<file path="src/rtl/uart_rx_if.sv">
// ----------------------------------------------------------------------------
// uart_rx_if
//   Receive-side result bus of the UART receiver, as seen by the downstream
//   consumer (FIFO / interface logic).
//
//   o_data      : last received byte, held until the next completed frame
//   o_rx_done   : one-clk strobe, high in the cycle o_data/o_frame_err update
//   o_frame_err : stop bit was sampled low on the last completed frame
//
//   modport master : the receiver, drives the bus
//   modport slave  : the consumer, observes the bus
// ----------------------------------------------------------------------------
interface uart_rx_if #(
    parameter int NB_DATA = 8
);
    logic [NB_DATA-1:0] o_data;
    logic               o_rx_done;
    logic               o_frame_err;

    modport master (
        output o_data,
        output o_rx_done,
        output o_frame_err
    );

    modport slave (
        input o_data,
        input o_rx_done,
        input o_frame_err
    );
endinterface

</file>
<file path="src/rtl/uart_rx.sv">
// ----------------------------------------------------------------------------
// uart_rx
//   8N1-style UART receiver driven by an external oversampling tick.
//   The serial line is double-flopped into the clk domain, a start edge is
//   qualified at mid-bit, then every data bit and the stop bit is sampled one
//   bit period (OVERSAMPLING ticks) after the previous sample, i.e. mid-bit.
//   Data arrives LSB first.
//
//   Parameters:
//     NB_DATA      : data bits per frame
//     SB_TICK      : ticks spent in the stop bit (16 = 1 stop, 32 = 2 stop)
//     OVERSAMPLING : ticks per bit period, must match the tick generator
//
//   Ports:
//     clk     : system clock
//     i_rst   : asynchronous, active-high reset
//     i_tick  : oversampling tick, one clk wide
//     i_rx    : serial line, idle high, asynchronous to clk
//     rx_bus  : result bus (o_data, o_rx_done, o_frame_err), master side
// ----------------------------------------------------------------------------
module uart_rx #(
    parameter int NB_DATA      = 8,
    parameter int SB_TICK      = 16,
    parameter int OVERSAMPLING = 16
) (
    input  logic      clk,
    input  logic      i_rst,
    input  logic      i_tick,
    input  logic      i_rx,
    uart_rx_if.master rx_bus
);

    // tick_cnt must reach both the last tick of a data bit and of the stop bit
    localparam int TICK_MAX = (SB_TICK > OVERSAMPLING) ? SB_TICK : OVERSAMPLING;
    localparam int TW       = (TICK_MAX > 1) ? $clog2(TICK_MAX) : 1;
    localparam int BW       = (NB_DATA > 1) ? $clog2(NB_DATA) : 1;

    localparam logic [TW-1:0] START_MID = TW'(OVERSAMPLING / 2 - 1);
    localparam logic [TW-1:0] BIT_LAST  = TW'(OVERSAMPLING - 1);
    localparam logic [TW-1:0] STOP_LAST = TW'(SB_TICK - 1);
    localparam logic [BW-1:0] DATA_LAST = BW'(NB_DATA - 1);

    typedef enum logic [1:0] {
        IDLE,
        START,
        DATA,
        STOP
    } state_e;

    state_e             state_q,     state_d;
    logic [TW-1:0]      tick_cnt_q,  tick_cnt_d;
    logic [BW-1:0]      bit_cnt_q,   bit_cnt_d;
    logic [NB_DATA-1:0] shift_q,     shift_d;
    logic [NB_DATA-1:0] data_q,      data_d;
    logic               rx_done_q,   rx_done_d;
    logic               frame_err_q, frame_err_d;
    logic [1:0]         sync_q,      sync_d;
    logic               rx_s;

    // Two-flop synchroniser; resets to the idle (high) line level so a reset
    // never looks like a start edge.
    assign sync_d = {sync_q[0], i_rx};
    assign rx_s   = sync_q[1];

    always_comb begin
        state_d     = state_q;
        tick_cnt_d  = tick_cnt_q;
        bit_cnt_d   = bit_cnt_q;
        shift_d     = shift_q;
        data_d      = data_q;
        frame_err_d = frame_err_q;
        rx_done_d   = 1'b0;

        unique case (state_q)
            // The start-edge check runs every clk, not only on ticks, so
            // back-to-back frames are picked up one clk after STOP completes.
            IDLE: begin
                if (!rx_s) begin
                    state_d    = START;
                    tick_cnt_d = '0;
                    bit_cnt_d  = '0;
                end
            end

            // Wait half a bit and re-check the line: a short low pulse is
            // treated as noise and dropped without touching the outputs.
            START: begin
                if (i_tick) begin
                    if (tick_cnt_q == START_MID) begin
                        tick_cnt_d = '0;
                        bit_cnt_d  = '0;
                        state_d    = rx_s ? IDLE : DATA;
                    end else begin
                        tick_cnt_d = tick_cnt_q + TW'(1);
                    end
                end
            end

            // Shift right so the first (LSB) bit ends up in bit 0.
            DATA: begin
                if (i_tick) begin
                    if (tick_cnt_q == BIT_LAST) begin
                        tick_cnt_d = '0;
                        shift_d    = {rx_s, shift_q[NB_DATA-1:1]};
                        if (bit_cnt_q == DATA_LAST) begin
                            bit_cnt_d = '0;
                            state_d   = STOP;
                        end else begin
                            bit_cnt_d = bit_cnt_q + BW'(1);
                        end
                    end else begin
                        tick_cnt_d = tick_cnt_q + TW'(1);
                    end
                end
            end

            // A low stop bit still delivers the byte; only the error flag
            // tells the consumer the frame was bad.
            STOP: begin
                if (i_tick) begin
                    if (tick_cnt_q == STOP_LAST) begin
                        tick_cnt_d  = '0;
                        data_d      = shift_q;
                        frame_err_d = ~rx_s;
                        rx_done_d   = 1'b1;
                        state_d     = IDLE;
                    end else begin
                        tick_cnt_d = tick_cnt_q + TW'(1);
                    end
                end
            end

            default: begin
                state_d    = IDLE;
                tick_cnt_d = '0;
                bit_cnt_d  = '0;
            end
        endcase
    end

    always_ff @(posedge clk or posedge i_rst) begin
        if (i_rst) begin
            state_q     <= IDLE;
            tick_cnt_q  <= '0;
            bit_cnt_q   <= '0;
            shift_q     <= '0;
            data_q      <= '0;
            rx_done_q   <= 1'b0;
            frame_err_q <= 1'b0;
            sync_q      <= 2'b11;
        end else begin
            state_q     <= state_d;
            tick_cnt_q  <= tick_cnt_d;
            bit_cnt_q   <= bit_cnt_d;
            shift_q     <= shift_d;
            data_q      <= data_d;
            rx_done_q   <= rx_done_d;
            frame_err_q <= frame_err_d;
            sync_q      <= sync_d;
        end
    end

    assign rx_bus.o_data      = data_q;
    assign rx_bus.o_rx_done   = rx_done_q;
    assign rx_bus.o_frame_err = frame_err_q;

endmodule

</file>
<file path="src/flat_wrapper.sv">
// flat-port wrapper written by rule: the top's interface ports become plain ports
module uart_rx_flat 
#(
    parameter int NB_DATA      = 8,
    parameter int SB_TICK      = 16,
    parameter int OVERSAMPLING = 16
)
  (clk, i_rst, i_tick, i_rx, rx_bus_o_data, rx_bus_o_rx_done, rx_bus_o_frame_err);
  uart_rx_if #(.NB_DATA(NB_DATA)) rx_bus_i ();
  input  logic clk;
  input  logic i_rst;
  input  logic i_tick;
  input  logic i_rx;
  output wire logic [$bits(rx_bus_i.o_data)-1:0] rx_bus_o_data;
  output wire logic [$bits(rx_bus_i.o_rx_done)-1:0] rx_bus_o_rx_done;
  output wire logic [$bits(rx_bus_i.o_frame_err)-1:0] rx_bus_o_frame_err;
  assign rx_bus_o_data = rx_bus_i.o_data;
  assign rx_bus_o_rx_done = rx_bus_i.o_rx_done;
  assign rx_bus_o_frame_err = rx_bus_i.o_frame_err;
  uart_rx #(.NB_DATA(NB_DATA), .SB_TICK(SB_TICK), .OVERSAMPLING(OVERSAMPLING)) u_core (.clk(clk), .i_rst(i_rst), .i_tick(i_tick), .i_rx(i_rx), .rx_bus(rx_bus_i));
endmodule
</file>
<file path="config.mk">
export PLATFORM = sky130hd
export DESIGN_NAME = uart_rx_flat
export DESIGN_NICKNAME = d
export VERILOG_FILES = /design/src/rtl/uart_rx_if.sv /design/src/rtl/uart_rx.sv /design/src/flat_wrapper.sv
export SDC_FILE = /design/constraint.sdc
export NUM_CORES = 1
export LEC_CHECK = 0
export ABC_AREA = 1
export ABC_CLOCK_PERIOD_IN_PS = 2300
export BUFFER_PORTS_ARGS = -buffer_cell sky130_fd_sc_hd__buf_2
export CORE_MARGIN = 5
export CORE_UTILIZATION = 34
export CTS_CLUSTER_DIAMETER = 30
export CTS_CLUSTER_SIZE = 14
export DETAILED_ROUTE_END_ITERATION = 8
export SYNTH_ARGS = -nofsm -noshare
export SYNTH_HDL_FRONTEND = slang
export SYNTH_SLANG_ARGS = --single-unit
</file>
<file path="constraint.sdc">
create_clock -name clk -period 2.3 [get_ports clk]
set_clock_uncertainty 0.15 [all_clocks]
set_input_delay 0.115 -clock clk [delete_from_list [all_inputs] [get_ports clk]]
set_output_delay 0.115 -clock clk [all_outputs]
set_load 0.01 [all_outputs]
</file>
==> results of run 1 <==
sequential cells by signal (all words and copies together), names as in the netlist, named ones only:
register                   flops
u_core.tick_cnt_q              4
u_core.rx_bus.o_data           8
u_core.bit_cnt_q               3
u_core.shift_q                 8
u_core.sync_q                  2
u_core.rx_bus.o_rx_done        1
u_core.state_q                 1
u_core.rx_bus.o_frame_err      1
cells by family (layout without fill, tap and decap cells):
| logic type | count (synthesis) | after routing | synth area share |
|---|---|---|---|
| DFF | 29 | 29 | 0.551 |
| xor gates and xnor gates | 1 | 1 | 0.00662 |
| buffers and inverters | 22 | 41 | 0.0889 |
| adders and majority gates | 3 | 3 | 0.0284 |
| AOI/OAI and AO/OA | 23 | 23 | 0.105 |
| and+or+nand+nor | 63 | 63 | 0.220 |
worst max-delay path: cells and delay by family (launching register included):
family	cells	cell delay, ps
AND/OR/NAND/NOR	2	630
flip-flops	1	380
adder cells (fa/ha/maj)	1	220
AO/OA/AOI/OAI	1	170
through the flow:
stage	hold WS [ps]	cells	instance area [sq um]
floorplan	-30.5	141	1320
global placement	45.1	199	1410
detailed placement	57.6	199	1410
CTS	49.8	208	1520
global route	96.0	208	1520
finish	60.0	208	1520
power groups by stage:
stage | sequential [mW] | clock [mW] | combinational [mW]
2_1_floorplan | 0.604 | 0 | 0.315
3_3_place_gp | 0.651 | 0 | 0.285
3_5_place_dp | 0.657 | 0 | 0.303
4_1_cts | 0.648 | 0.425 | 0.307
5_1_grt | 0.656 | 0.444 | 0.358
6_report | 0.648 | 0.408 | 0.304
metal layers:
layer  track usage  routed length [um]
met1         0.113                1070
met2         0.162                1060
met3        0.0388                 129
met4        0.0585                  60
met5             0                   0
layout make-up:
type	count	area (sq um)	area share
clock buffer	7	86.3	0.0569
tap	48	60.1	0.0396
timing repair buffer	16	92.6	0.0611
inverter	18	72.6	0.0479
sequential	29	728	0.480
multi-input combinational	90	477	0.314
cell usage after synthesis:
| cell | instances |
|---|---|
| nand3_4 | 1 |
| inv_1 | 17 |
| dfstp_2 | 2 |
| o21ai_2 | 4 |
| a22o_1 | 1 |
| o21ai_0 | 10 |
| nand2_1 | 44 |
| a21oi_1 | 1 |
| nand3_1 | 6 |
| nor2_1 | 5 |
| a21oi_2 | 1 |
| clkinv_4 | 1 |
| xor2_1 | 1 |
| ha_1 | 3 |
| nand3_2 | 1 |
| nor2_2 | 2 |
| o22ai_1 | 1 |
| buf_6 | 4 |
| nand2_4 | 1 |
| nor3_1 | 2 |
| nor3_4 | 1 |
| dfrtp_1 | 27 |
| o21ai_1 | 5 |
path summary, 6_finish.rpt:
| path | to | slack, ps | depth (start not counted) |
|---|---|---|---|
| worst max register to register | u_core.shift_q[6]$_DFFE_PP0P_ | 610 | 4 |
| worst min-delay path | u_core.tick_cnt_q[3]$_DFFE_PP0P_ | 60 | 4 |
| min in group asynchronous | u_core.tick_cnt_q[2]$_DFFE_PP0P_ | 290 | 4 |
| worst max-delay path | u_core.shift_q[6]$_DFFE_PP0P_ | 610 | 4 |
| worst min register to register | u_core.sync_q[1]$_DFF_PP1_ | 210 | 0 |
| max in group asynchronous | u_core.sync_q[0]$_DFF_PP1_ | 1390 | 4 |
==> flow_metrics.py, run 1 <==
metrics = {
    "synthesis": {
        "avgSynthCellArea_sq_um": 9.38,
        "ys_seq_area_frac": 0.551,
        "syn-cell-area_sq_um": 1320,
        "synth_cell_types": 23,
        "synth_top_area_share": 0.511,
        "synth_nets": 148,
        "yosysTopAreaCell": "dfrtp_1",
        "yosys_warnings": 0,
        "synth_area_leaders": "dfrtp_1 51%, nand2_1 12%, inv_1 4.8%",
        "ys_seq_elements": 29,
        "synth_cells": 141,
    },
    "power_and_ir_drop": {
        "power_density_nw_per_um2": 897,
        "p_switching_mw": 0.452,
        "leakage_nw": 0.787,
        "p_comb_frac": 0.223,
        "seqPwrFrac": 0.477,
        "clockPowerShare": 0.300,
        "cellInternalPower_mw": 0.908,
        "switching_share": 0.333,
        "p_total_mw": 1.36,
        "ir_drop_uv": 396,
    },
    "placement": {
        "gp_congestion": 0.845,
        "dpl.hpwl_mm": 1.65,
        "place_ws_ps": 610,
        "numPortBuffers": 13,
    },
    "grt": {
        "grt.total_usage": 0.101,
        "grt_pass1_wl_mm": 4.05,
        "grt_max_degree": 30,
        "overflow": 0,
        "antenna_found_initial": 0,
        "first_global_vias": 1000,
    },
    "hold_path": {
        "hold_start": "i_tick",
        "hp-class": "in2reg",
    },
    "setup_path": {
        "cp_cell_sequence": "ha_1 -> nand3_2 -> nor3_4 -> o21ai_0",
        "max_stage_delay_ps": 470,
        "cp-end-kind": "flop",
        "rr_startpoint": "u_core.tick_cnt_q[0]$_DFFE_PP0P_",
        "required_ps": 2280,
        "startpoint": "u_core.tick_cnt_q[0]$_DFFE_PP0P_",
        "crit_type": "reg2reg",
        "startpoint_type": "flop",
        "crit_arrival_ps": 1670,
        "path_max_fanout": 18,
        "slowest_stage": "nor3_4",
    },
    "run_status": {
        "outcome": "complete, no violations",
    },
    "sta": {
        "hold_violations": 0,
        "worst_slack_ps": 613,
        "fin_tns_setup_ps": 0,
        "max_slew_margin": 0.631,
        "worstMarginPinSlew_ps": 551,
        "grt_setup_unrepaired": "no",
        "final.min_clock_period_ps": 1690,
        "setup_viol": 0,
        "max_freq_ghz": 0.593,
        "fin_crit_sh": 0.734,
        "drv_slew": 0,
    },
    "cts": {
        "worstSkewPairLatency_ps": 280,
        "post_cts_buffers": 0,
        "clockRootBuffer": "clkbuf_8",
        "cts_buffers": 5,
        "ctsResizeCount": 0,
        "htree_levels": 2,
        "cts_tree": "yes",
        "clk_pin_slew_ps": 60,
        "cts_hold_buf": 2,
        "clkSinkCount": 29,
        "cts_buffer_depth": 2,
    },
    "layout": {
        "nets": 167,
        "final_util": 0.408,
        "n_fill_cell": 372,
        "drive_gt1_frac": 0.213,
        "diodes": 0,
        "final_common_cell": "nand2_1",
        "area_growth_pct": 14.7,
        "final_cell_mix": "44 x nand2_1, 27 x dfrtp_1, 17 x inv_1",
    },
    "routing": {
        "vias": 947,
        "viasPerCell": 4.55,
        "ant_nets": 0,
        "wl_mm": 2.32,
        "first_pass_iters": 4,
        "wl_per_cell_um": 11.2,
        "drc_errors": 0,
        "drt_iter0_drc": 51,
    },
    "run": {
        "drv_cap": 0,
    },
    "die": {
        "die_y_um": 72.4,
        "rows": 22,
        "dieArea_sq_um": 5240,
        "start_util": 0.356,
        "io_pins": 14,
        "die_x_um": 72.4,
        "coreArea_sq_um": 3720,
    },
}
Power figures use the tool's default switching activity.
==> inputs of run 2 (changes only) <==
--- a/config.mk
+++ b/config.mk
@@ -5,8 +5,8 @@
 export SDC_FILE = /design/constraint.sdc
 export NUM_CORES = 1
 export LEC_CHECK = 0
-export ABC_AREA = 1
-export ABC_CLOCK_PERIOD_IN_PS = 2300
+export ABC_AREA = 0
+export ABC_CLOCK_PERIOD_IN_PS = 1400
 export BUFFER_PORTS_ARGS = -buffer_cell sky130_fd_sc_hd__buf_2
 export CORE_MARGIN = 5
 export CORE_UTILIZATION = 34
==> constraint.sdc (replaced) <==
create_clock -name clk -period 1.4 [get_ports clk]
set_clock_uncertainty 0.15 [all_clocks]
set_input_delay 0.07 -clock clk [delete_from_list [all_inputs] [get_ports clk]]
set_output_delay 0.07 -clock clk [all_outputs]
set_load 0.01 [all_outputs]
==> run 2 against run 1 <==
The run now ends with negative setup slack left. Sequential power rose by 60%. Critical path depth is the same. Die area fell by 0.23%. Area after synthesis is 0.28% lower. Hold slack got worse by 26 ps. Worst setup slack lost 770 ps. Critical path type unchanged. Maximum frequency increased by 8.2%. Combinational power rose to 3.3 times the previous value.
==> flow_metrics.py, run 2 <==
metrics = {
    "synthesis": {
        "synth_cells": 97,
        "yosysTopAreaCell": "dfrtp_1",
        "synth-edff-count": 0,
        "synth_nets": 104,
        "avgSynthCellArea_sq_um": 13.6,
        "synth_cell_types": 37,
        "synth_most_common_cell": "dfrtp_1",
        "ys_seq_elements": 29,
        "synthArstFlopShare": 1.00,
        "yosys_warnings": 0,
        "ys_seq_area_frac": 0.552,
        "syn-cell-area_sq_um": 1320,
        "synth_flop_cell": "dfrtp_1",
        "synth_top_area_share": 0.512,
        "synth_area_leaders": "dfrtp_1 51%, mux2_2 15%, dfstp_2 4.0%",
        "synth_common_cells": "27 x dfrtp_1, 18 x mux2_2",
    },
    "power_and_ir_drop": {
        "ir_drop_uv": 1030,
        "seqPwrFrac": 0.356,
        "power_density_nw_per_um2": 1570,
        "cellInternalPower_mw": 2.05,
        "switching_share": 0.298,
        "p_switching_mw": 0.870,
        "p_comb_frac": 0.343,
        "clockPowerShare": 0.302,
        "p_total_mw": 2.92,
        "leakage_nw": 0.907,
    },
    "layout": {
        "nets": 145,
        "drive_gt1_frac": 0.554,
        "final_cell_mix": "27 x dfrtp_1, 20 x buf_4, 16 x mux2_4",
        "final_common_cell": "dfrtp_1",
        "area_growth_pct": 41.2,
        "diodes": 0,
    },
    "routing": {
        "highest_layer": "met4",
        "met1_length_mm": 1.22,
        "wl_mm": 2.73,
        "wl_met2_mm": 1.32,
        "viasPerCell": 4.96,
        "drt_iter0_drc": 38,
        "wl_per_cell_um": 14.6,
        "ant_nets": 0,
        "drc_errors": 0,
        "first_pass_iters": 4,
        "vias": 927,
        "wl_met3_um": 114,
    },
    "grt": {
        "antenna_found_initial": 0,
        "overflow": 0,
        "grt.total_usage": 0.114,
        "grt_max_degree": 30,
        "grt_pass1_wl_mm": 4.51,
        "first_global_vias": 939,
    },
    "placement": {
        "gp_congestion": 0.734,
        "dpl.hpwl_mm": 1.81,
        "numPortBuffers": 13,
    },
    "sta": {
        "worstMarginPinSlew_ps": 352,
        "drv_slew": 0,
        "setup_viol": 24,
        "max_freq_ghz": 0.641,
        "fin_crit_sh": 1.11,
        "holdWs_ps": 33.9,
        "hold_violations": 0,
        "max_slew_margin": 0.765,
        "grt_setup_unrepaired": "yes",
        "worst_slack_ps": -159,
        "final.min_clock_period_ps": 1560,
    },
    "die": {
        "dieArea_sq_um": 5220,
        "start_util": 0.355,
        "die_y_um": 72.3,
        "die_x_um": 72.3,
        "coreArea_sq_um": 3720,
        "rows": 22,
        "io_pins": 14,
    },
    "cts": {
        "cts_buffers": 5,
        "cts_tree": "yes",
        "clockRootBuffer": "clkbuf_8",
        "clkSinkCount": 29,
        "clk_pin_slew_ps": 60,
        "htree_levels": 2,
        "worstSkewPairLatency_ps": 270,
        "cts_buffer_depth": 2,
    },
    "hold_path": {
        "hp-class": "in2reg",
    },
    "run_status": {
        "violations": "negative setup slack",
        "outcome": "complete, but fails checks",
    },
    "setup_path": {
        "crit_arrival_ps": 1570,
        "required_ps": 1410,
        "cp-end-kind": "flop",
        "path_max_fanout": 4,
        "crit_type": "reg2reg",
        "startpoint_type": "flop",
    },
    "run": {
        "drv_cap": 0,
    },
}
## run 2: cell types whose count changed in the layout (fill, tap and decap cells not counted), sizes merged, moves of 3 or more
cell | previous run | this run
nand2 | 45 | 4
buf | 14 | 37
mux2 | 0 | 18
o21ai | 19 | 2
inv | 17 | 2
nand3 | 8 | 2
nand4 | 0 | 3
nor2 | 7 | 4
## run 2: logic make-up after synthesis
| group | count (synthesis) | share of synthesized area |
|---|---|---|
| flip-flops | 29 | 0.552 |
| AND/OR/NAND/NOR | 21 | 0.116 |
| multiplexers | 19 | 0.161 |
| AO/OA/AOI/OAI | 16 | 0.0939 |
| buffers and inverters | 7 | 0.0351 |
| adder cells (fa/ha/maj) | 3 | 0.0285 |
| XOR/XNOR | 2 | 0.0133 |
## run 2: power by group through the flow
stage | logic [mW] | registers [mW] | clock network (mW)
2_1_floorplan | 0.566 | 1.01 | 0
3_3_place_gp | 0.820 | 1.03 | 0
3_5_place_dp | 0.842 | 1.04 | 0
4_1_cts | 0.924 | 1.04 | 0.904
5_1_grt | 1.09 | 1.05 | 0.944
6_report | 1.00 | 1.04 | 0.882
## run 2: path summary, 6_finish.rpt
path                                          startpoint                                end  slack [ps]  cells past startpoint
setup / recovery           u_core.state_q[0]$_DFFE_PP0P_      u_core.shift_q[7]$_DFFE_PP0P_        -160                      4
hold / removal                                    i_tick   u_core.tick_cnt_q[1]$_DFFE_PP0P_          30                      3
setup reg to reg           u_core.state_q[0]$_DFFE_PP0P_      u_core.shift_q[7]$_DFFE_PP0P_        -160                      4
hold reg to reg               u_core.sync_q[0]$_DFF_PP1_         u_core.sync_q[1]$_DFF_PP1_         210                      0
max in group asynchronous                          i_rst         u_core.sync_q[0]$_DFF_PP1_         520                      4
min in group asynchronous                          i_rst  u_core.rx_bus.o_rx_done$_DFF_PP0_         270                      4
## run 2: metrics by stage
stage	cells	TNS, ps	util	setup WS [ps]	instance area [sq um]
global placement	172	-3070	0.425	-156	1580
floorplan	97	-3290	-	-183	1340
detailed placement	172	-4100	0.425	-220	1580
global route	187	-3640	0.501	-211	1860
finish	187	-2560	0.501	-159	1860
CTS	186	-2230	0.493	-148	1830
## run 2: area by class of cell
class                   instances  area (sq um)
clock buffers                   7          86.3
clock inverters                 1          30.0
fillers                       318          1850
inverters                       2          7.51
multi-input cells              61           661
flip-flops and latches         29           728
well taps                      48          60.1
repair buffers                 39           289
## run 2: timing repair
item,4_1_cts,5_1_grt
endpoints found under the hold margin,28,0
buffers inserted,5,1
pin swaps,6,7
gates resized for setup,21,5
hold buffers,2,0
setup endpoints to repair,24,26
## run 2: critical path, cell delays in order, from the launching register on
cell and delay (ps):
dfrtp_1 370, nand4b_1 260, nor2_4 210, buf_6 150, mux2_4 300
## run 2: per-layer routing
| metal | up-vias | track usage |
|---|---|---|
| met5 | - | 0 |
| met4 | 0 | 0.0564 |
| met3 | 9 | 0.0402 |
| met2 | 22 | 0.178 |
| met1 | 452 | 0.140 |
| li1 | 444 | - |
